**src/rtl/mult_div_unit.sv**
```systemverilog
// Radix-2 iterative multiply/divide unit with HI/LO result registers.
// Optional divider datapath is built only when MDU_DIV_EN is defined.
module mult_div_unit #(
   parameter int unsigned WIDTH = 32
) (
   input  logic             clk,
   input  logic             reset,
   input  logic             start,
   input  logic [1:0]       op,
   input  logic [WIDTH-1:0] a,
   input  logic [WIDTH-1:0] b,
   input  logic             hi_we,
   input  logic             lo_we,
   input  logic [WIDTH-1:0] wdata,
   output logic             busy,
   output logic             done,
   output logic             div_zero,
   output logic [WIDTH-1:0] hi,
   output logic [WIDTH-1:0] lo
);

   localparam int unsigned CW = $clog2(WIDTH) + 1;

   typedef enum logic [1:0] {S_IDLE, S_RUN, S_DONE} state_t;

   state_t           state_q, state_d;
   logic [CW-1:0]    count_q, count_d;
   logic [WIDTH-1:0] acc_hi_q, acc_hi_d;
   logic [WIDTH-1:0] acc_lo_q, acc_lo_d;
   logic [WIDTH-1:0] opb_q, opb_d;
   logic [WIDTH-1:0] hi_q, hi_d;
   logic [WIDTH-1:0] lo_q, lo_d;
   logic             neg_lo_q, neg_lo_d;
   logic             skip_q, skip_d;
   logic             done_q, done_d;
   logic             div_zero_q, div_zero_d;

   logic             a_neg, b_neg;
   logic [WIDTH-1:0] a_mag, b_mag;
   logic [WIDTH:0]   mul_sum;
   logic [2*WIDTH-1:0] prod, prod_fix;

   // Magnitudes are taken for signed ops; the result sign is restored in DONE.
   assign a_neg   = ~op[0] & a[WIDTH-1];
   assign b_neg   = ~op[0] & b[WIDTH-1];
   assign a_mag   = a_neg ? -a : a;
   assign b_mag   = b_neg ? -b : b;
   assign mul_sum = {1'b0, acc_hi_q} + (acc_lo_q[0] ? {1'b0, opb_q} : '0);
   assign prod     = {acc_hi_q, acc_lo_q};
   assign prod_fix = neg_lo_q ? -prod : prod;

`ifdef MDU_DIV_EN
   logic             is_div_q, is_div_d;
   logic             neg_hi_q, neg_hi_d;
   logic [WIDTH:0]   div_part, div_trial;
   logic             div_ok;

   assign div_part  = {acc_hi_q, acc_lo_q[WIDTH-1]};
   assign div_trial = div_part - {1'b0, opb_q};
   assign div_ok    = (div_part >= {1'b0, opb_q});
`endif

   always_comb begin
      state_d    = state_q;
      count_d    = count_q;
      acc_hi_d   = acc_hi_q;
      acc_lo_d   = acc_lo_q;
      opb_d      = opb_q;
      hi_d       = hi_q;
      lo_d       = lo_q;
      neg_lo_d   = neg_lo_q;
      skip_d     = skip_q;
      done_d     = 1'b0;
      div_zero_d = div_zero_q;
`ifdef MDU_DIV_EN
      is_div_d   = is_div_q;
      neg_hi_d   = neg_hi_q;
`endif
      unique case (state_q)
         S_IDLE: begin
            if (hi_we) hi_d = wdata;
            if (lo_we) lo_d = wdata;
            if (start) begin
               div_zero_d = 1'b0;
               count_d    = '0;
               skip_d     = 1'b0;
               acc_hi_d   = '0;
               neg_lo_d   = a_neg ^ b_neg;
               if (op[1]) begin
`ifdef MDU_DIV_EN
                  is_div_d = 1'b1;
                  neg_hi_d = a_neg;
                  acc_lo_d = a_mag;
                  opb_d    = b_mag;
                  if (b == '0) begin
                     div_zero_d = 1'b1;
                     skip_d     = 1'b1;
                     state_d    = S_DONE;
                  end else begin
                     state_d = S_RUN;
                  end
`else
                  skip_d  = 1'b1;
                  state_d = S_DONE;
`endif
               end else begin
`ifdef MDU_DIV_EN
                  is_div_d = 1'b0;
`endif
                  acc_lo_d = b_mag;
                  opb_d    = a_mag;
                  state_d  = S_RUN;
               end
            end
         end
         S_RUN: begin
            count_d  = count_q + CW'(1);
            acc_hi_d = mul_sum[WIDTH:1];
            acc_lo_d = {mul_sum[0], acc_lo_q[WIDTH-1:1]};
`ifdef MDU_DIV_EN
            if (is_div_q) begin
               acc_hi_d = div_ok ? div_trial[WIDTH-1:0] : div_part[WIDTH-1:0];
               acc_lo_d = {acc_lo_q[WIDTH-2:0], div_ok};
            end
`endif
            if (count_q == CW'(WIDTH - 1)) state_d = S_DONE;
         end
         S_DONE: begin
            done_d  = 1'b1;
            state_d = S_IDLE;
            if (!skip_q) begin
               {hi_d, lo_d} = prod_fix;
`ifdef MDU_DIV_EN
               if (is_div_q) begin
                  lo_d = neg_lo_q ? -acc_lo_q : acc_lo_q;
                  hi_d = neg_hi_q ? -acc_hi_q : acc_hi_q;
               end
`endif
            end
         end
         default: state_d = S_IDLE;
      endcase
   end

   always_ff @(posedge clk) begin
      if (reset) begin
         state_q    <= S_IDLE;
         count_q    <= '0;
         acc_hi_q   <= '0;
         acc_lo_q   <= '0;
         opb_q      <= '0;
         hi_q       <= '0;
         lo_q       <= '0;
         neg_lo_q   <= 1'b0;
         skip_q     <= 1'b0;
         done_q     <= 1'b0;
         div_zero_q <= 1'b0;
`ifdef MDU_DIV_EN
         is_div_q   <= 1'b0;
         neg_hi_q   <= 1'b0;
`endif
      end else begin
         state_q    <= state_d;
         count_q    <= count_d;
         acc_hi_q   <= acc_hi_d;
         acc_lo_q   <= acc_lo_d;
         opb_q      <= opb_d;
         hi_q       <= hi_d;
         lo_q       <= lo_d;
         neg_lo_q   <= neg_lo_d;
         skip_q     <= skip_d;
         done_q     <= done_d;
         div_zero_q <= div_zero_d;
`ifdef MDU_DIV_EN
         is_div_q   <= is_div_d;
         neg_hi_q   <= neg_hi_d;
`endif
      end
   end

   assign busy     = (state_q != S_IDLE);
   assign done     = done_q;
   assign div_zero = div_zero_q;
   assign hi       = hi_q;
   assign lo       = lo_q;

endmodule
```
**config.mk**
```make
export PLATFORM = sky130hd
export DESIGN_NAME = mult_div_unit
export DESIGN_NICKNAME = d
export VERILOG_FILES = /design/src/rtl/mult_div_unit.sv
export SDC_FILE = /design/constraint.sdc
export NUM_CORES = 1
export LEC_CHECK = 0
export ABC_AREA = 1
export BUFFER_PORTS_ARGS = -buffer_cell sky130_fd_sc_hd__buf_2
export CAP_MARGIN = 20
export CORE_UTILIZATION = 35
export DETAILED_ROUTE_END_ITERATION = 8
export PLACE_DENSITY = 0.49
export SLEW_MARGIN = 20
export SYNTH_ARGS = -nofsm -noshare
export SYNTH_HDL_FRONTEND = slang
export SYNTH_SLANG_ARGS = --single-unit
```
**constraint.sdc**
```tcl
create_clock -name clk -period 3.2 [get_ports clk]
set_input_delay 0.64 -clock clk [delete_from_list [all_inputs] [get_ports clk]]
set_output_delay 0.64 -clock clk [all_outputs]
set_load 0.005 [all_outputs]
```
==> run summary, run 1 <==
Status - completed
Placer congestion estimate - 0.9402
Final period util - 79.89%
CTS tree - yes
Hold Violations, Final - 0
Rows - 71
Skew-Pair Late Insertion Delay - 460 ps
Leakage - 7.706 nW
Antenna violations before repair - 1
Port bufs - 168
Reg2reg path depth - 13
Vias per inst - 5.155
CP Launch Type - flop
Worst endpoint required time - 3570 ps
Vias in the first global route - 14.07k
Clk root buf - clkbuf_16
Die Width - 198.3 µm
Syn_nets - 2469
Cells after DPL - 2944
Kind of critical path - reg2reg
Filler-free cell count of the finished design - 2977
Post-Syn Area per Cell - 5.790 µm²
Die area - 39320 µm²
Worst hold path class - in2reg
Total Neg Setup Slack - 0 ps
Mapped Area - 13480 µm²
Largest net degree at the start of global routing - 71
Initial Util - 35.71%
Hold_buf cts - 0
Global-route wire length before repair - 82270 µm
Total gr overflow - 0
Relative slew slack - 37.27%
Final WS setup - 643.5 ps
Flop-to-flop setup slack - 640 ps
CP Capture Point - acc_hi_q[13]
DR vias - 15.35k
Worst slack, placed - 690.2 ps
Routed wire length per instance - 18.10 µm
Final setup vio count - 0
CP max FO - 5
Post-Route WL - 53890 µm
FF-to-FF End - acc_hi_q[13]
RSZ-0062 raised after global routing - no
Die Height - 198.3 µm
CP Capture Type - flop
Clock slew at reported path FFs - 80 ps
Layout cells sized above 1 - 11.81%
Sequential area share after synthesis - 25.39%
Layout area overhead - 14.22%
1st-iter DRT viols - 1027
Gate Count Post-Synth - 2329
Post-route ant nets - 0
#FFs+latches synth - 171
Async set or reset register ratio after synthesis - 0%
Pins Over Slew Limit - 0
Syn. warnings - 0
GRT Resource Usage Total - 27.64%
TritonRoute pass-1 iters - 5
Final design utilization - 40.80%
CTS sink cnt - 171
IO Pins - 170
PD cells - 431.1 nW/µm²
Core box area - 37760 µm²
Worst EP arrival - 2920 ps
H-tree levels - 4
Worst setup path start - opb_q[0]
Yosys cell types - 54
Post-synth EDFFs - 0
Worst r2r src - opb_q[0]
Drt drc - 0
Fmax achieved - 391.2 MHz
Final net count - 2592
Peak VDD IR - 0.3887 mV
Worst slew pin tran - 940.9 ps
Hold Path Depth - 3
Clock Path Buffers - 2
Max-cap viol count - 0
DP HPWL - 42670 µm
Inserted Clock Buffers - 17
Post_cts resized - 0
Ys flop type - dfxtp_1
Setup bufs post-CTS - 0
Min Tclk post-route - 2557 ps
Skew final - 12.11 ps
[report_power, final]
group          switching, mW  leakage [nW]  total, mW  internal (mW)
logic                   1.22          6.00       1.81          0.587
clock network           1.03         0.302       2.36           1.33
registers              0.166          1.40       2.47           2.31
[sequential cells by signal (all words and copies together), names as in the netlist]
signal	flops
hi	32
acc_lo_q	32
acc_hi_q	32
skip_q	1
count_q	6
opb_q	32
state_q	2
done	1
neg_lo_q	1
lo	32
[area by class of cell]
class | count | area [µm²]
Inverter | 287 | 1079
Timing Repair Buffer | 191 | 1039
Fill cell | 4245 | 22350
Clock inverter | 13 | 205.2
Tap cell | 511 | 639.4
Clock buffer | 19 | 432.9
Sequential cell | 171 | 3425
Antenna cell | 1 | 2.502
Multi-Input combinational cell | 1784 | 8581
[synthesized netlist by cell type (18+ instances only)]
| cell type | instances | share of area (%) |
|---|---|---|
| a21oi_1 | 254 | 9.4 |
| buf_2 | 24 | 0.89 |
| clkbuf_1 | 47 | 1.3 |
| dfxtp_1 | 171 | 25 |
| ha_1 | 36 | 3.3 |
| inv_1 | 275 | 7.7 |
| nand2_1 | 642 | 18 |
| nand3_1 | 208 | 7.7 |
| nand3b_1 | 18 | 1.0 |
| nand4_1 | 29 | 1.3 |
| nor2_1 | 275 | 7.7 |
| nor3_1 | 23 | 0.85 |
| o21ai_0 | 160 | 5.9 |
[worst max-delay path, cell delays in order (launching register included)]
cell     delay, ps
dfxtp_1        480
nand2_1         90
inv_1           60
ha_1           230
inv_1           80
fa_1           370
inv_1          130
nand2_1         70
nand3_1        160
nand2_1         80
nand2_1        210
o21ai_0        110
a21o_1         200
a21oi_1        180
[layout by cell type, fill, tap and decap left out, drive strengths merged, types with 2 or more instances in the layout]
cell,instances
a211oi,2
a21o,3
a21oi,258
a221oi,2
a31oi,8
buf,191
bufinv,4
clkbuf,19
clkinvlp,3
dfxtp,171
ha,36
inv,292
nand2,648
nand3,214
nand3b,18
nand4,29
nor2,292
nor3,25
nor4,5
o211ai,9
o21a,3
o21ai,178
o21bai,9
o221ai,4
o31ai,3
or2,13
xnor2,3
xor2,15
[routing by layer]
layer | track usage [%] | up-vias | share of wire, %
li1 | - | 7840 | -
met1 | 34.78 | 7103 | 44
met2 | 48.85 | 361 | 50
met3 | 3.304 | 43 | 4.4
met4 | 8.384 | 0 | 2.5
met5 | 0 | - | 0
[through the flow]
step / area, µm² / total power, mW / hold slack [ps]
global placement: 14760 / 4.316 / 447.6
detailed placement: 14760 / 4.329 / 456.1
global route: 15400 / 7.020 / 414.5
floorplan: 13480 / 3.677 / 426.4
finish: 15400 / 6.640 / 417.3
CTS: 15400 / 6.697 / 407.2
[worst min path at each step]
| stage | endpoint | startpoint | slack [ps] |
|---|---|---|---|
| final | opb_q[31] | a[31] | 420 |
| after global routing | opb_q[31] | a[31] | 410 |
| after CTS | opb_q[31] | a[31] | 410 |
| after detailed placement | skip_q | skip_q | 460 |
| after global placement | skip_q | skip_q | 450 |
| after floorplan | opb_q[31] | opb_q[31] | 430 |
[kinds of logic (layout without fill, tap and decap cells)]
group	count (synthesis)	after routing	share of synthesized area [%]
flops	171	171	25.39
compound gates	481	481	19.24
buf+inv	374	510	11.13
xor+xnor	18	18	1.169
fa+ha+maj	37	37	3.489
other cells	1	2	0.02781
simple gates	1247	1247	39.56
Power figures use the tool's default switching activity.
==> run 2: changes to the inputs <==
- ABC_AREA: 1 -> 0
- clock period: 3.2 -> 2.68 ns (I/O delays scaled with it)
==> run 2 against run 1 <==
Against the previous run: first-iteration DRC count up 4.8%; critical path type unchanged; largest cell class unchanged; cell count down 24%; sequential cell count unchanged; cell area up 1.3%.
==> run summary, run 2 <==
CP Launch Type - flop (unchanged)
Die Width - 183.5 µm (was 198.3 µm)
Placer congestion estimate - 0.8876 (was 0.9402)
Post-synth EDFFs - 0 (unchanged)
Reg2reg path depth - 7 (was 13)
Inserted Clock Buffers - 17 (unchanged)
H-tree levels - 4 (unchanged)
Seq pwr share - 39.1% (was 37.2%)
CP Capture Point - hi[23] (was acc_hi_q[13])
Final setup vio count - 0 (unchanged)
PD cells - 466.2 nW/µm² (was 431.1 nW/µm²)
Antenna violations before repair - 1 (unchanged)
Syn_nets - 1659 (was 2469)
Max-cap viol count - 0 (unchanged)
Worst endpoint required time - 3020 ps (was 3570 ps)
Global-route wire length before repair - 66370 µm (was 82270 µm)
DR vias - 12.58k (was 15.35k)
Worst slew pin tran - 951.4 ps (was 940.9 ps)
Filler-free cell count of the finished design - 2267 (was 2977)
Switching share of power - 31.86% (was 36.34%)
Async set or reset register ratio after synthesis - 0% (unchanged)
Mapped Area - 11530 µm² (was 13480 µm²)
Post-Syn Area per Cell - 7.593 µm² (was 5.790 µm²)
Worst setup path start - acc_hi_q[8] (was opb_q[0])
Worst r2r src - acc_hi_q[8] (was opb_q[0])
Ys flop type - dfxtp_1 (unchanged)
Met1 Resource Use GR - 37.95% (was 34.78%)
Worst slack, placed - -427.7 ps (was 690.2 ps)
Initial Util - 35.54% (was 35.71%)
Status - completed (unchanged)
Switching power - 2.317 mW (was 2.413 mW)
RSZ-0062 raised after global routing - yes (was no)
Clk pwr share - 35.4% (was 35.5%)
Yosys cell types - 73 (was 54)
Worst hold path class - in2reg (unchanged)
Die area - 33680 µm² (was 39320 µm²)
Most frequent CP cell - or4_4 (was nand2_1)
Flop-to-flop setup slack - 20 ps (was 640 ps)
Total gr overflow - 0 (unchanged)
Hold Violations, Final - 0 (unchanged)
GRT Resource Usage Total - 25.44% (was 27.64%)
DP HPWL - 33250 µm (was 42670 µm)
Gate Count Post-Synth - 1519 (was 2329)
Worst EP arrival - 3000 ps (was 2920 ps)
Hold path startpoint - wdata[27] (was a[31])
Core box area - 32450 µm² (was 37760 µm²)
Grt met2 use - 38.30% (was 48.85%)
Top post-synthesis cells by area - dfxtp_1 (30%), nor2_1 (6.5%), a21oi_1 (5.4%) (was dfxtp_1 (25%), nand2_1 (18%), a21oi_1 (9.4%))
Leakage - 6.512 nW (was 7.706 nW)
Int Pwr - 4.956 mW (was 4.227 mW)
Top cells by count, synth - nor2_1 (199), dfxtp_1 (171), a21oi_1 (125) (was nand2_1 (642), inv_1 (275), nor2_1 (275))
Relative slew slack - 36.57% (was 37.27%)
Kind of critical path - reg2reg (unchanged)
Pins Over Slew Limit - 0 (unchanged)
Largest net degree at the start of global routing - 121 (was 71)
CTS tree - yes (unchanged)
Total power - 7.273 mW (was 6.640 mW)
CTS sink cnt - 171 (unchanged)
Skew final - 17.47 ps (was 12.11 ps)
Min Tclk post-route - 2658 ps (was 2557 ps)
1st-iter DRT viols - 1076 (was 1027)
Routed wire length per instance - 19.16 µm (was 18.10 µm)
Busiest layer in global routing - met2 (unchanged)
Peak VDD IR - 0.4659 mV (was 0.3887 mV)
Layout cells sized above 1 - 29.86% (was 11.81%)
Combinational Power Share - 25.5% (was 27.2%)
Drt drc - 0 (unchanged)
Cell accounting for the most synthesized area - dfxtp_1 (unchanged)
Routing usage on met3 - 3.071% (was 3.304%)
Clk root buf - clkbuf_16 (unchanged)
Post-Route WL - 43430 µm (was 53890 µm)
Fmax achieved - 376.2 MHz (was 391.2 MHz)
Commonest non-fill, non-tap cells in the layout - buf_4 (210), nor2_1 (195), dfxtp_1 (169) (was nand2_1 (642), inv_1 (275), nor2_1 (274))
Die Height - 183.5 µm (was 198.3 µm)
Final WS setup - 21.52 ps (was 643.5 ps)
Max incr delay on CP - 530 ps (was 480 ps)
IO Pins - 170 (unchanged)
Port bufs - 168 (unchanged)
Final period util - 99.20% (was 79.89%)
Worst path slowest cell - or4_1 (was dfxtp_1)
Clock Path Buffers - 2 (unchanged)
Most common cell after layout, fill and taps aside - buf_4 (was nand2_1)
Final net count - 1953 (was 2592)
Rows - 66 (was 71)
TritonRoute pass-1 iters - 5 (unchanged)
Layout area overhead - 35.26% (was 14.22%)
Skew-Pair Late Insertion Delay - 450 ps (was 460 ps)
FF-to-FF End - hi[23] (was acc_hi_q[13])
Critical path cell sequence - or4_1 -> or4_4 -> or4_4 -> o31ai_4 -> xor2_2 -> a2111oi_2 -> a31o_2 (was nand2_1 -> inv_1 -> ha_1 -> inv_1 -> fa_1 -> inv_1 -> nand2_1 -> nand3_1 -> nand2_1 -> nand2_1 -> o21ai_0 -> a21o_1 -> a21oi_1)
CP max FO - 2 (was 5)
Cells after DPL - 2232 (was 2944)
Dominant cell by count in the synthesized netlist - nor2_1 (was nand2_1)
CP Capture Type - flop (unchanged)
Diodes inserted - 0 (was 1)
FILL cells - 3271 (was 4245)
Vias in the first global route - 11.60k (was 14.07k)
Syn. warnings - 0 (unchanged)
#FFs+latches synth - 171 (unchanged)
Sequential area share after synthesis - 29.68% (was 25.39%)
Post-route ant nets - 0 (unchanged)
Hold_buf cts - 0 (unchanged)
Yosys top cell area share - 29.68% (was 25.39%)
Vias per inst - 5.549 (was 5.155)
Clock slew at reported path FFs - 70 ps (was 80 ps)
[run 2: cell families after synthesis]
kind of cell | count (synthesis) | share of synthesized area, %
and+or+nand+nor | 560 | 23.60
muxes | 3 | 0.2604
buffers and inverters | 137 | 4.502
adders and majority gates | 37 | 4.079
other | 1 | 0.03251
DFF | 171 | 29.68
AOI/OAI and AO/OA | 474 | 27.52
xor gates and xnor gates | 136 | 10.33
[run 2: area by class of cell]
type	instances	area [µm²]	share of cell area, %
flip-flops and latches	171	3428	21.98
multi-input cells	1211	8377	53.70
repair buffers	388	2566	16.45
clock buffers	21	440.4	2.823
inverters	24	92.59	0.5935
well taps	442	553.0	3.545
clock inverters	10	142.6	0.9143
[run 2: critical path, delay by kind of cell, from the launching register on]
family | cells | cell delay, ps
XOR/XNOR | 1 | 250
AND/OR/NAND/NOR | 3 | 1430
AO/OA/AOI/OAI | 3 | 570
flip-flops | 1 | 310
[run 2: worst min path at each step]
| stage | to | slack (ps) | cells after the start |
|---|---|---|---|
| floorplan | skip_q | 430 | 2 |
| global placement | hi[18] | 440 | 2 |
| detailed placement | hi[29] | 450 | 1 |
| CTS | hi[10] | 350 | 3 |
| global route | hi[10] | 360 | 3 |
| finish | hi[27] | 370 | 3 |
[run 2: per-layer routing]
layer	wire length [µm]	part of all wire, %
met3	2071	4.8
met1	21960	51
met4	682	1.6
met5	0	0
met2	18720	43
[run 2: per-stage QoR]
stage	utilization [%]	hold slack, ps	setup TNS, ps	area (µm²)
floorplan	-	431.2	-1125	11620
global placement	43.87	441.5	-8734	14240
detailed placement	43.87	446.5	-10050	14240
CTS	46.28	347.4	-4.934	15020
global route	48.07	362.9	-539.5	15600
finish	48.07	366.1	0	15600
[run 2: power groups by stage]
stage	Clock [mW]	Combinational, mW	Sequential [mW]
2_1_floorplan	0	0.901	2.87
3_3_place_gp	0	1.66	2.89
3_5_place_dp	0	1.67	2.90
4_1_cts	2.63	1.72	2.84
5_1_grt	2.72	2.01	2.87
6_report	2.58	1.85	2.85
[run 2: timing repair]
| item | CTS | global route |
|---|---|---|
| buffers inserted | 1 | 2 |
| gates resized for setup | 38 | 108 |
| cloned | 0 | 1 |
| setup endpoints to repair | 51 | 57 |
| pin swaps | 19 | 46 |
